===== src/rtl/fifo_drain_ctrl.sv =====
// Pops a registered-read FIFO and re-times the words into a valid/ready stream framed in bursts.
// Optional: define DRAIN_STATS_EN to enable the saturating WORD_CNT handshake counter.
module fifo_drain_ctrl #(
    parameter int DATA_WIDTH = 8,
    parameter int BURST_LEN  = 4
) (
    input  logic                  CLK,
    input  logic                  RST_N,
    input  logic                  DRAIN_EN,
    input  logic                  FIFO_EMPTY,
    input  logic                  FIFO_WR_MON,
    input  logic [DATA_WIDTH-1:0] FIFO_DOUT,
    output logic                  FIFO_RD_EN,
    output logic                  M_VALID,
    input  logic                  M_READY,
    output logic [DATA_WIDTH-1:0] M_DATA,
    output logic                  M_LAST,
    output logic                  BUSY,
    output logic [15:0]           WORD_CNT
);

    localparam int                BEAT_W   = (BURST_LEN > 1) ? $clog2(BURST_LEN) : 1;
    localparam logic [BEAT_W-1:0] BEAT_MAX = BEAT_W'(BURST_LEN - 1);

    typedef enum logic [1:0] {
        IDLE,
        ACTIVE,
        STOPPING
    } state_t;

    state_t                  state;
    logic [1:0]              count;
    logic [1:0]              head;
    logic [1:0]              tail;
    logic                    pending;
    logic [BEAT_W-1:0]       beat_cnt;
    logic [DATA_WIDTH-1:0]   buf_data [3];
    logic [2:0]              buf_last;

    logic                    pop;
    logic                    capture;
    logic                    drained;
    logic [2:0]              occupancy;

    function automatic logic [1:0] ptr_inc(input logic [1:0] p);
        return (p == 2'd2) ? 2'd0 : p + 2'd1;
    endfunction

    // The in-flight word reserves a slot, so a read is only issued if it is sure to fit.
    assign occupancy  = {1'b0, count} + {2'b00, pending};
    assign drained    = (occupancy == 3'd0);
    assign capture    = pending;
    assign pop        = M_VALID && M_READY;

    assign FIFO_RD_EN = (state == ACTIVE) && !FIFO_EMPTY && (occupancy <= 3'd2);
    assign M_VALID    = (count != 2'd0);
    assign M_DATA     = buf_data[head];
    assign M_LAST     = buf_last[head];
    assign BUSY       = (state != IDLE);

    // NOTE: non-blocking assignments so every register below reacts to pre-edge values.
    always_ff @(posedge CLK or negedge RST_N) begin
        if (!RST_N) begin
            state    <= IDLE;
            count    <= 2'd0;
            head     <= 2'd0;
            tail     <= 2'd0;
            pending  <= 1'b0;
            beat_cnt <= '0;
            buf_last <= '0;
            // NOTE: the three entries are flops, not RAM, and are reset so M_DATA reads 0 out of reset.
            for (int i = 0; i < 3; i++) begin
                buf_data[i] <= '0;
            end
        end else begin
            pending <= FIFO_RD_EN && !FIFO_EMPTY && !FIFO_WR_MON;

            if (capture) begin
                buf_data[tail] <= FIFO_DOUT;
                buf_last[tail] <= (beat_cnt == BEAT_MAX);
                tail           <= ptr_inc(tail);
                beat_cnt       <= (beat_cnt == BEAT_MAX) ? '0 : beat_cnt + 1'b1;
            end

            if (pop) begin
                head <= ptr_inc(head);
            end

            if (capture && !pop) begin
                count <= count + 2'd1;
            end else if (pop && !capture) begin
                count <= count - 2'd1;
            end

            // DRAIN_EN wins in STOPPING so a re-enable never bounces through IDLE.
            case (state)
                IDLE: begin
                    if (DRAIN_EN) state <= ACTIVE;
                end
                ACTIVE: begin
                    if (!DRAIN_EN) state <= drained ? IDLE : STOPPING;
                end
                STOPPING: begin
                    if (DRAIN_EN)     state <= ACTIVE;
                    else if (drained) state <= IDLE;
                end
                default: state <= IDLE;
            endcase
        end
    end

`ifdef DRAIN_STATS_EN
    always_ff @(posedge CLK or negedge RST_N) begin
        if (!RST_N) begin
            WORD_CNT <= 16'd0;
        end else if (pop && (WORD_CNT != 16'hFFFF)) begin
            WORD_CNT <= WORD_CNT + 16'd1;
        end
    end
`else
    assign WORD_CNT = 16'd0;
`endif

endmodule


===== config.mk =====
export PLATFORM = sky130hd
export DESIGN_NAME = fifo_drain_ctrl
export DESIGN_NICKNAME = d
export VERILOG_FILES = /design/src/rtl/fifo_drain_ctrl.sv
export SDC_FILE = /design/constraint.sdc
export NUM_CORES = 1
export LEC_CHECK = 0
export BUFFER_PORTS_ARGS = -buffer_cell sky130_fd_sc_hd__buf_2
export CORE_UTILIZATION = 53
export DETAILED_ROUTE_END_ITERATION = 16
export GPL_TIMING_DRIVEN = 0
export PLACE_DENSITY_LB_ADDON = 0.15
export SYNTH_ARGS = -nofsm -noshare
export SYNTH_HDL_FRONTEND = slang
export SYNTH_SLANG_ARGS = --single-unit

===== constraint.sdc =====
create_clock -name CLK -period 1.87 [get_ports CLK]
set_input_delay 0.187 -clock CLK [delete_from_list [all_inputs] [get_ports CLK]]
set_output_delay 0.187 -clock CLK [all_outputs]
set_load 0.005 [all_outputs]

==> load_flow_metrics.sql, run 1 <==
INSERT INTO impl_metrics (metric_group, metric, value, unit) VALUES
('critical_path', 'setup.reg_to_reg.worst_slack', '0.26', 'ns'),
('place', 'post-dp-hpwl', '2351', 'microns'),
('hold_path', 'holdCritPathClass', 'primary input to register', ''),
('final_layout', 'count_of_placed_standard_cells_in_the_final_layout_fillers_left_out', '249', ''),
('cts', 'bufs_on_longest_clock_path', '2', ''),
('detailed_routing', 'drt_iter0_drc', '41', ''),
('pwr', 'finalPower', '3.182', 'mW'),
('floorplanning', 'dieHeight', '61.55', 'microns'),
('global_route', 'grt_pass1_wl', '5457', 'microns'),
('cts', 'htree_levels', '2', ''),
('sta', 'slew_headroom', '45.83', '%'),
('pwr', 'clock_power_share', '12.0', '%'),
('sta', 'final.setup.worst_slack', '0.1007', 'ns'),
('synthesis', 'ys_ff_latch', '38', ''),
('pwr', 'power.leakage', '1.117', 'nW'),
('place', 'place_congestion', '0.6917', ''),
('pwr', 'comb_power_share', '42.2', '%'),
('sta', 'finClkSkew', '0.006608', 'ns'),
('place', 'io_buffer_count', '25', ''),
('critical_path', 'required', '1.68', 'ns'),
('detailed_routing', 'viasPerCell', '4.827', ''),
('sta', 'grt_setup_unrepaired', 'false', ''),
('place', 'placed_area', '2118', 'sq um'),
('sta', 'setup_tns', '0', 'ns'),
('synthesis', 'syn_inst', '150', ''),
('cts', 'numCtsBuffers', '5', ''),
('floorplanning', 'floorplan.die.width', '61.55', 'microns'),
('critical_path', 'critPathArrivalTime', '1.58', 'ns'),
('synthesis', 'ys_seq_area_share', '50.60', '%'),
('pwr', 'share_seq_of_total_power', '45.8', '%'),
('final_layout', 'finalNetCount', '222', ''),
('cts', 'worstSkewPairLatency', '0.33', 'ns'),
('cts', 'tritoncts', 'yes', ''),
('place', 'place.detailed.instances', '236', ''),
('sta', 'setup_violations', '0', ''),
('synthesis', 'post_synth_main_area_contributors', 'dfrtp_1 51%, mux2_2 13%, mux2_4 7.2%', ''),
('sta', 'max_slew.worst_pin.slew', '0.8126', 'ns'),
('place', 'detailedPlace.worstSlack', '0.2104', 'ns'),
('final_layout', 'utilization', '67.37', '%'),
('final_layout', 'antenna-diode-count', '0', ''),
('final_layout', 'drive_above_1_share', '45.32', '%'),
('final_layout', 'finish.instance_area', '2266', 'sq um'),
('sta', 'post-route-period-util', '94.62', '%'),
('pwr', 'powerDensity', '1404', 'nW/um^2'),
('floorplanning', 'core_region_area', '3363', 'sq um'),
('global_route', 'globalRouteOverflowTotal', '0', ''),
('pwr', 'power.share.switching', '33.31', '%'),
('cts', 'cts_num_sinks', '38', ''),
('sta', 'slew_viol_final', '0', ''),
('floorplanning', 'pin_count', '42', ''),
('pwr', 'p_int', '2.122', 'mW'),
('critical_path', 'cp_max_fo', '2', ''),
('synthesis', 'synth_area', '1879', 'sq um'),
('pwr', 'ir_drop_worst_case_vdd', '0.0006937', 'V'),
('critical_path', 'cp-end-kind', 'output port', ''),
('synthesis', 'avgSynthCellArea', '12.53', 'sq um'),
('global_route', 'grtUsageTotal', '20.98', '%'),
('global_route', 'grt_max_degree', '39', ''),
('detailed_routing', 'route.antenna.remaining_nets', '0', ''),
('run_status', 'outcome', 'finished clean', ''),
('detailed_routing', 'routed_wl', '3393', 'microns'),
('detailed_routing', 'first_pass_iters', '3', ''),
('synthesis', 'netlist.area_leader.share', '50.60', '%'),
('critical_path', 'timing.setup.critical_path_class', 'register to output port', ''),
('final_layout', 'layout.filler_cells', '268', ''),
('critical_path', 'crit_path_start_kind', 'register', ''),
('detailed_routing', 'detail_route.drc_violations', '0', ''),
('final_layout', 'area_growth_syn_to_layout', '20.57', '%'),
('pwr', 'power_switching', '1.060', 'mW'),
('sta', 'finalCriticalPeriod', '1.769', 'ns'),
('cts', 'clock_tree.root_cell', 'clkbuf_4', ''),
('synthesis', 'post-synth-top-area-cell', 'dfrtp_1', ''),
('floorplanning', 'initial_util', '55.88', '%'),
('global_route', 'number_of_antenna_violations_at_the_first_check_in_global_routing', '0', ''),
('detailed_routing', 'drt-wirelength-per-cell', '13.63', 'microns'),
('sta', 'report.final.hold_viol_count', '0', ''),
('detailed_routing', 'vias', '1202', ''),
('global_route', 'vias_in_the_first_global_route', '1229', ''),
('synthesis', 'synth.distinct_cells', '28', ''),
('job', 'maximum_capacitance_violations', '0', ''),
('sta', 'max_clock_freq', '565.2', 'MHz'),
('sta', 'finalHoldWorstSlack', '0.1065', 'ns'),
('floorplanning', 'floorplan.die_area', '3788', 'sq um'),
('floorplanning', 'placementRows', '21', ''),
('cts', 'cts.clk_slew.worst_paths', '0.10', 'ns'),
('synthesis', 'synth.yosys.warnings', '0', '');
[area by class of cell]
type	instances	area (sq um)	share of cell area (%)
multi-input combinational	103	869.6	38.38
timing repair buffer	31	180.2	7.951
clock buffer	7	45.04	1.988
tap	46	57.56	2.540
inverter	4	15.01	0.6626
sequential	38	953.4	42.08
buffer	20	145.1	6.405
[flip-flops by register name (all words and copies together), names as in the netlist]
name / cells
buf_data: 24
buf_last: 3
beat_cnt: 2
count: 2
head: 2
state: 2
tail: 2
capture: 1
[synthesized netlist by cell type (all sizes together)]
cell type	count
dfrtp	38
mux2	30
buf	18
o21ai	11
mux2i	9
nand2	9
ha	5
nor3	5
inv	4
nor2	3
xnor2	3
a21o	2
clkbuf	2
or2	2
a21boi	1
a21oi	1
conb	1
nand2b	1
nand3	1
nor2b	1
nor4	1
or3	1
xor2	1
[final timing paths]
| check | start | to | depth (start not counted) |
|---|---|---|---|
| worst max-delay path | capture$_DFF_PN0_ | FIFO_RD_EN | 6 |
| worst min-delay path | FIFO_DOUT[2] | buf_data[2]$_DFFE_PN0P_ | 2 |
| worst max register to register | capture$_DFF_PN0_ | buf_last[0]$_DFFE_PN0P_ | 4 |
| worst min register to register | buf_data[21]$_DFFE_PN0P_ | buf_data[21]$_DFFE_PN0P_ | 1 |
| max in group asynchronous | RST_N | count[0]$_DFFE_PN0P_ | 2 |
| min in group asynchronous | RST_N | buf_data[12]$_DFFE_PN0P_ | 2 |
[worst max-delay path: stages, from the launching register on]
cell and delay [ns]:
dfrtp_2 0.44, ha_4 0.17, ha_4 0.16, nor2_2 0.11
a21oi_2 0.07, nor3_1 0.16, buf_2 0.13
[cell families (layout without fill, tap and decap cells)]
family | Yosys count | in the layout | share of synthesized area, %
compound gates | 15 | 15 | 4.394
xor+xnor | 4 | 4 | 1.865
fa+ha+maj | 5 | 5 | 3.329
buf+inv | 24 | 62 | 8.455
flops | 38 | 38 | 50.60
mux | 39 | 39 | 24.57
other cells | 1 | 16 | 0.1995
simple gates | 24 | 24 | 6.592
[power groups by stage]
stage          Clock, mW  Combinational, mW  Sequential (mW)
2_1_floorplan          0              0.911             1.40
3_3_place_gp           0               1.20             1.43
3_5_place_dp           0               1.25             1.48
4_1_cts            0.393               1.31             1.44
5_1_grt            0.438               1.50             1.51
6_report           0.382               1.34             1.46
[layout by cell type (no fill, tap or decap), types with 2 or more instances in the layout]
cell type,netlist,final
dfrtp_1,38,36
buf_2,1,26
mux2_2,21,21
buf_4,16,18
conb_1,1,16
o21ai_0,11,10
mux2i_1,9,9
nand2_1,9,9
mux2_4,9,9
clkbuf_4,0,5
nor3_1,4,4
dlygate4sd3_1,0,4
clkbuf_1,2,3
inv_1,3,3
xnor2_1,3,3
ha_4,0,3
or2_2,2,2
nor2_1,3,2
a21o_1,2,2
ha_1,5,2
dfrtp_2,0,2
[timing repair]
action | CTS | global route
buffers inserted | 2 | 0
gates cloned | 0 | 0
gates resized for setup | 3 | 9
endpoints found under the hold margin | 39 | 2
setup endpoints to repair | 1 | 11
hold buffers | 2 | 2
pin swaps | 0 | 2
[metal layers]
layer	track usage [%]	vias to the layer above	routed length, microns
li1	-	589	-
met1	23.17	568	1396
met2	37.63	39	1762
met3	7.353	6	190
met4	6.667	0	44
met5	0	-	0
No activity file was read; power rests on OpenSTA's default activity.
==> inputs of run 2 (changes only) <==
--- a/config.mk
+++ b/config.mk
@@ -6,7 +6,9 @@
 export NUM_CORES = 1
 export LEC_CHECK = 0
 export BUFFER_PORTS_ARGS = -buffer_cell sky130_fd_sc_hd__buf_2
-export CORE_UTILIZATION = 53
+export CELL_PAD_IN_SITES_DETAIL_PLACEMENT = 0
+export CELL_PAD_IN_SITES_GLOBAL_PLACEMENT = 2
+export CORE_UTILIZATION = 35
 export DETAILED_ROUTE_END_ITERATION = 16
 export GPL_TIMING_DRIVEN = 0
 export PLACE_DENSITY_LB_ADDON = 0.15
==> load_flow_metrics.sql, run 2 (same netlist as run 1, synthesis figures left out) <==
INSERT INTO impl_metrics (metric_group, metric, value, unit) VALUES
('run_status', 'outcome', 'finished with violations', ''),
('run_status', 'violated_checks', 'negative hold slack', ''),
('sta', 'post-route-period-util', '93.92', '%'),
('final_layout', 'antenna-diode-count', '0', ''),
('floorplanning', 'pin_count', '42', ''),
('critical_path', 'regToRegEndpoint', 'buf_data[18]$_DFFE_PN0P_', ''),
('place', 'io_buffer_count', '25', ''),
('detailed_routing', 'drt-wirelength-per-cell', '13.10', 'microns'),
('global_route', 'grt_pass1_wl', '5699', 'microns'),
('global_route', 'globalRouteOverflowTotal', '0', ''),
('final_layout', 'reg.largest.list', 'buf_data (24), buf_last (3)', ''),
('cts', 'numCtsBuffers', '5', ''),
('cts', 'cts_hold_buf', '0', ''),
('critical_path', 'crit_path_start_kind', 'register', ''),
('sta', 'slew_viol_final', '0', ''),
('cts', 'bufs_on_longest_clock_path', '2', ''),
('sta', 'setup_violations', '0', ''),
('critical_path', 'worst_r2r_startpoint', 'capture$_DFF_PN0_', ''),
('critical_path', 'cp_max_fo', '2', ''),
('sta', 'finalHoldWorstSlack', '-0.004010', 'ns'),
('final_layout', 'finalNetCount', '220', ''),
('floorplanning', 'floorplan.die_area', '5666', 'sq um'),
('final_layout', 'drive_above_1_share', '46.04', '%'),
('hold_path', 'holdCritPathClass', 'primary input to async pin', ''),
('final_layout', 'largest-register', 'buf_data', ''),
('pwr', 'power.leakage', '1.140', 'nW'),
('global_route', 'vias_in_the_first_global_route', '1209', ''),
('critical_path', 'cpPeakStageDelay', '0.41', 'ns'),
('pwr', 'powerDensity', '1477', 'nW/um^2'),
('sta', 'slew_headroom', '44.74', '%'),
('place', 'place_congestion', '0.6570', ''),
('sta', 'max_clock_freq', '569.4', 'MHz'),
('cts', 'cts.clk_slew.worst_paths', '0.07', 'ns'),
('place', 'placed_area', '2148', 'sq um'),
('final_layout', 'largest_register_ff_count', '24', ''),
('detailed_routing', 'route.antenna.remaining_nets', '0', ''),
('cts', 'htree_levels', '2', ''),
('job', 'maximum_capacitance_violations', '0', ''),
('critical_path', 'cp-end-kind', 'output port', ''),
('critical_path', 'timing.critical_path.buf_inv', '1', ''),
('sta', 'finalCriticalPeriod', '1.756', 'ns'),
('cts', 'tritoncts', 'yes', ''),
('cts', 'clock_tree.root_cell', 'clkbuf_8', ''),
('critical_path', 'timing.setup.critical_path_class', 'register to output port', ''),
('final_layout', 'final_cell_mix', '36 x dfrtp_1, 26 x buf_2, 21 x mux2_2', ''),
('sta', 'grt_setup_unrepaired', 'true', ''),
('final_layout', 'utilization', '44.64', '%'),
('place', 'detailedPlace.worstSlack', '0.1715', 'ns'),
('floorplanning', 'dieHeight', '75.28', 'microns'),
('detailed_routing', 'viasPerCell', '4.493', ''),
('final_layout', 'mostFrequentLayoutCell', 'dfrtp_1', ''),
('sta', 'final.setup.worst_slack', '0.1137', 'ns'),
('detailed_routing', 'routed_wl', '3564', 'microns'),
('detailed_routing', 'first_pass_iters', '4', ''),
('floorplanning', 'floorplan.die.width', '75.28', 'microns'),
('cts', 'cts_num_sinks', '38', ''),
('critical_path', 'cell_at_the_slowest_stage_of_the_critical_path', 'dfrtp_2', ''),
('detailed_routing', 'vias', '1222', ''),
('critical_path', 'worst_path_cell_chain', 'ha_2 -> ha_1 -> nor2_1 -> a21oi_1 -> nor3_1 -> buf_2', ''),
('cts', 'worstSkewPairLatency', '0.29', 'ns'),
('global_route', 'grtUsageTotal', '14.42', '%'),
('critical_path', 'critical-path-top-delay-family', 'flip-flops', ''),
('critical_path', 'required', '1.68', 'ns'),
('sta', 'max_slew.worst_pin.slew', '0.8288', 'ns'),
('final_layout', 'count_of_placed_standard_cells_in_the_final_layout_fillers_left_out', '272', ''),
('critical_path', 'setup.reg_to_reg.worst_slack', '0.25', 'ns'),
('pwr', 'ir_drop_worst_case_vdd', '0.0005548', 'V'),
('global_route', 'grt_max_degree', '39', ''),
('sta', 'finClkSkew', '0.005025', 'ns'),
('critical_path', 'worst-r2r-cell-count', '4', ''),
('final_layout', 'finish.instance_area', '2295', 'sq um'),
('place', 'place.detailed.instances', '260', ''),
('final_layout', 'area_growth_syn_to_layout', '22.10', '%'),
('floorplanning', 'placementRows', '26', ''),
('sta', 'report.final.hold_viol_count', '2', ''),
('critical_path', 'critPathArrivalTime', '1.57', 'ns'),
('floorplanning', 'core_region_area', '5140', 'sq um'),
('detailed_routing', 'detail_route.drc_violations', '0', ''),
('detailed_routing', 'drt_iter0_drc', '27', ''),
('floorplanning', 'initial_util', '36.56', '%'),
('place', 'post-dp-hpwl', '2471', 'microns'),
('global_route', 'number_of_antenna_violations_at_the_first_check_in_global_routing', '0', '');
run 2: changes by cell type in the layout (fill, tap and decap cells not counted), sizes merged:
cell	change
buf	+2
dlygate4sd3	-4
clkbuf	+1
run 2: worst max-delay path by stage:
stage | startpoint | end | slack, ns | cells after the start
detailed placement | count[0]$_DFFE_PN0P_ | count[1]$_DFFE_PN0P_ | 0.17 | 5
global placement | capture$_DFF_PN0_ | buf_data[16]$_DFFE_PN0P_ | 0.22 | 3
global route | count[0]$_DFFE_PN0P_ | FIFO_RD_EN | -0.04 | 6
CTS | head[1]$_DFFE_PN0P_ | M_DATA[0] | 0.001 | 5
finish | count[0]$_DFFE_PN0P_ | FIFO_RD_EN | 0.11 | 6
floorplan | capture$_DFF_PN0_ | buf_data[0]$_DFFE_PN0P_ | 0.43 | 4
run 2: area by class of cell:
cell class / count / area [sq um]
fill: 514 / 2845
sequential: 38 / 953.4
multi-input combinational: 103 / 828.3
timing repair buffer: 29 / 155.1
buffer: 20 / 145.1
clock buffer: 8 / 110.1
tap: 70 / 87.58
inverter: 4 / 15.01
run 2: report_power, final:
group	switching, mW	internal (mW)	total, mW
combinational	0.557	0.750	1.31
sequential	0.229	1.21	1.44
clock	0.271	0.372	0.643
total	1.06	2.33	3.39
run 2: timing repair:
action | 4_1_cts | 5_1_grt
setup buffers | 0 | 4
setup endpoints to repair | 1 | 9
pin swaps | 0 | 1
gates resized for setup | 1 | 5
cloned | 0 | 0
run 2: through the flow:
step | setup TNS (ns) | total power [mW]
after CTS | 0 | 3.397
after global placement | 0 | 2.649
after floorplan | 0 | 2.307
final | 0 | 3.389
after detailed placement | 0 | 2.737
after global routing | -0.04495 | 3.664
run 2: worst register-to-register path: stages, from the launching register on:
cell and delay, ns:
dfrtp_2 0.38, buf_4 0.15, inv_2 0.06, nor3_4 0.52, mux2_2 0.40
run 2: metal layers:
metal,share of wire [%],up-vias,track usage [%]
li1,-,585,-
met1,42,601,15.55
met2,51,30,26.03
met3,5.3,6,4.953
met4,1.5,0,5.556
met5,0,-,0
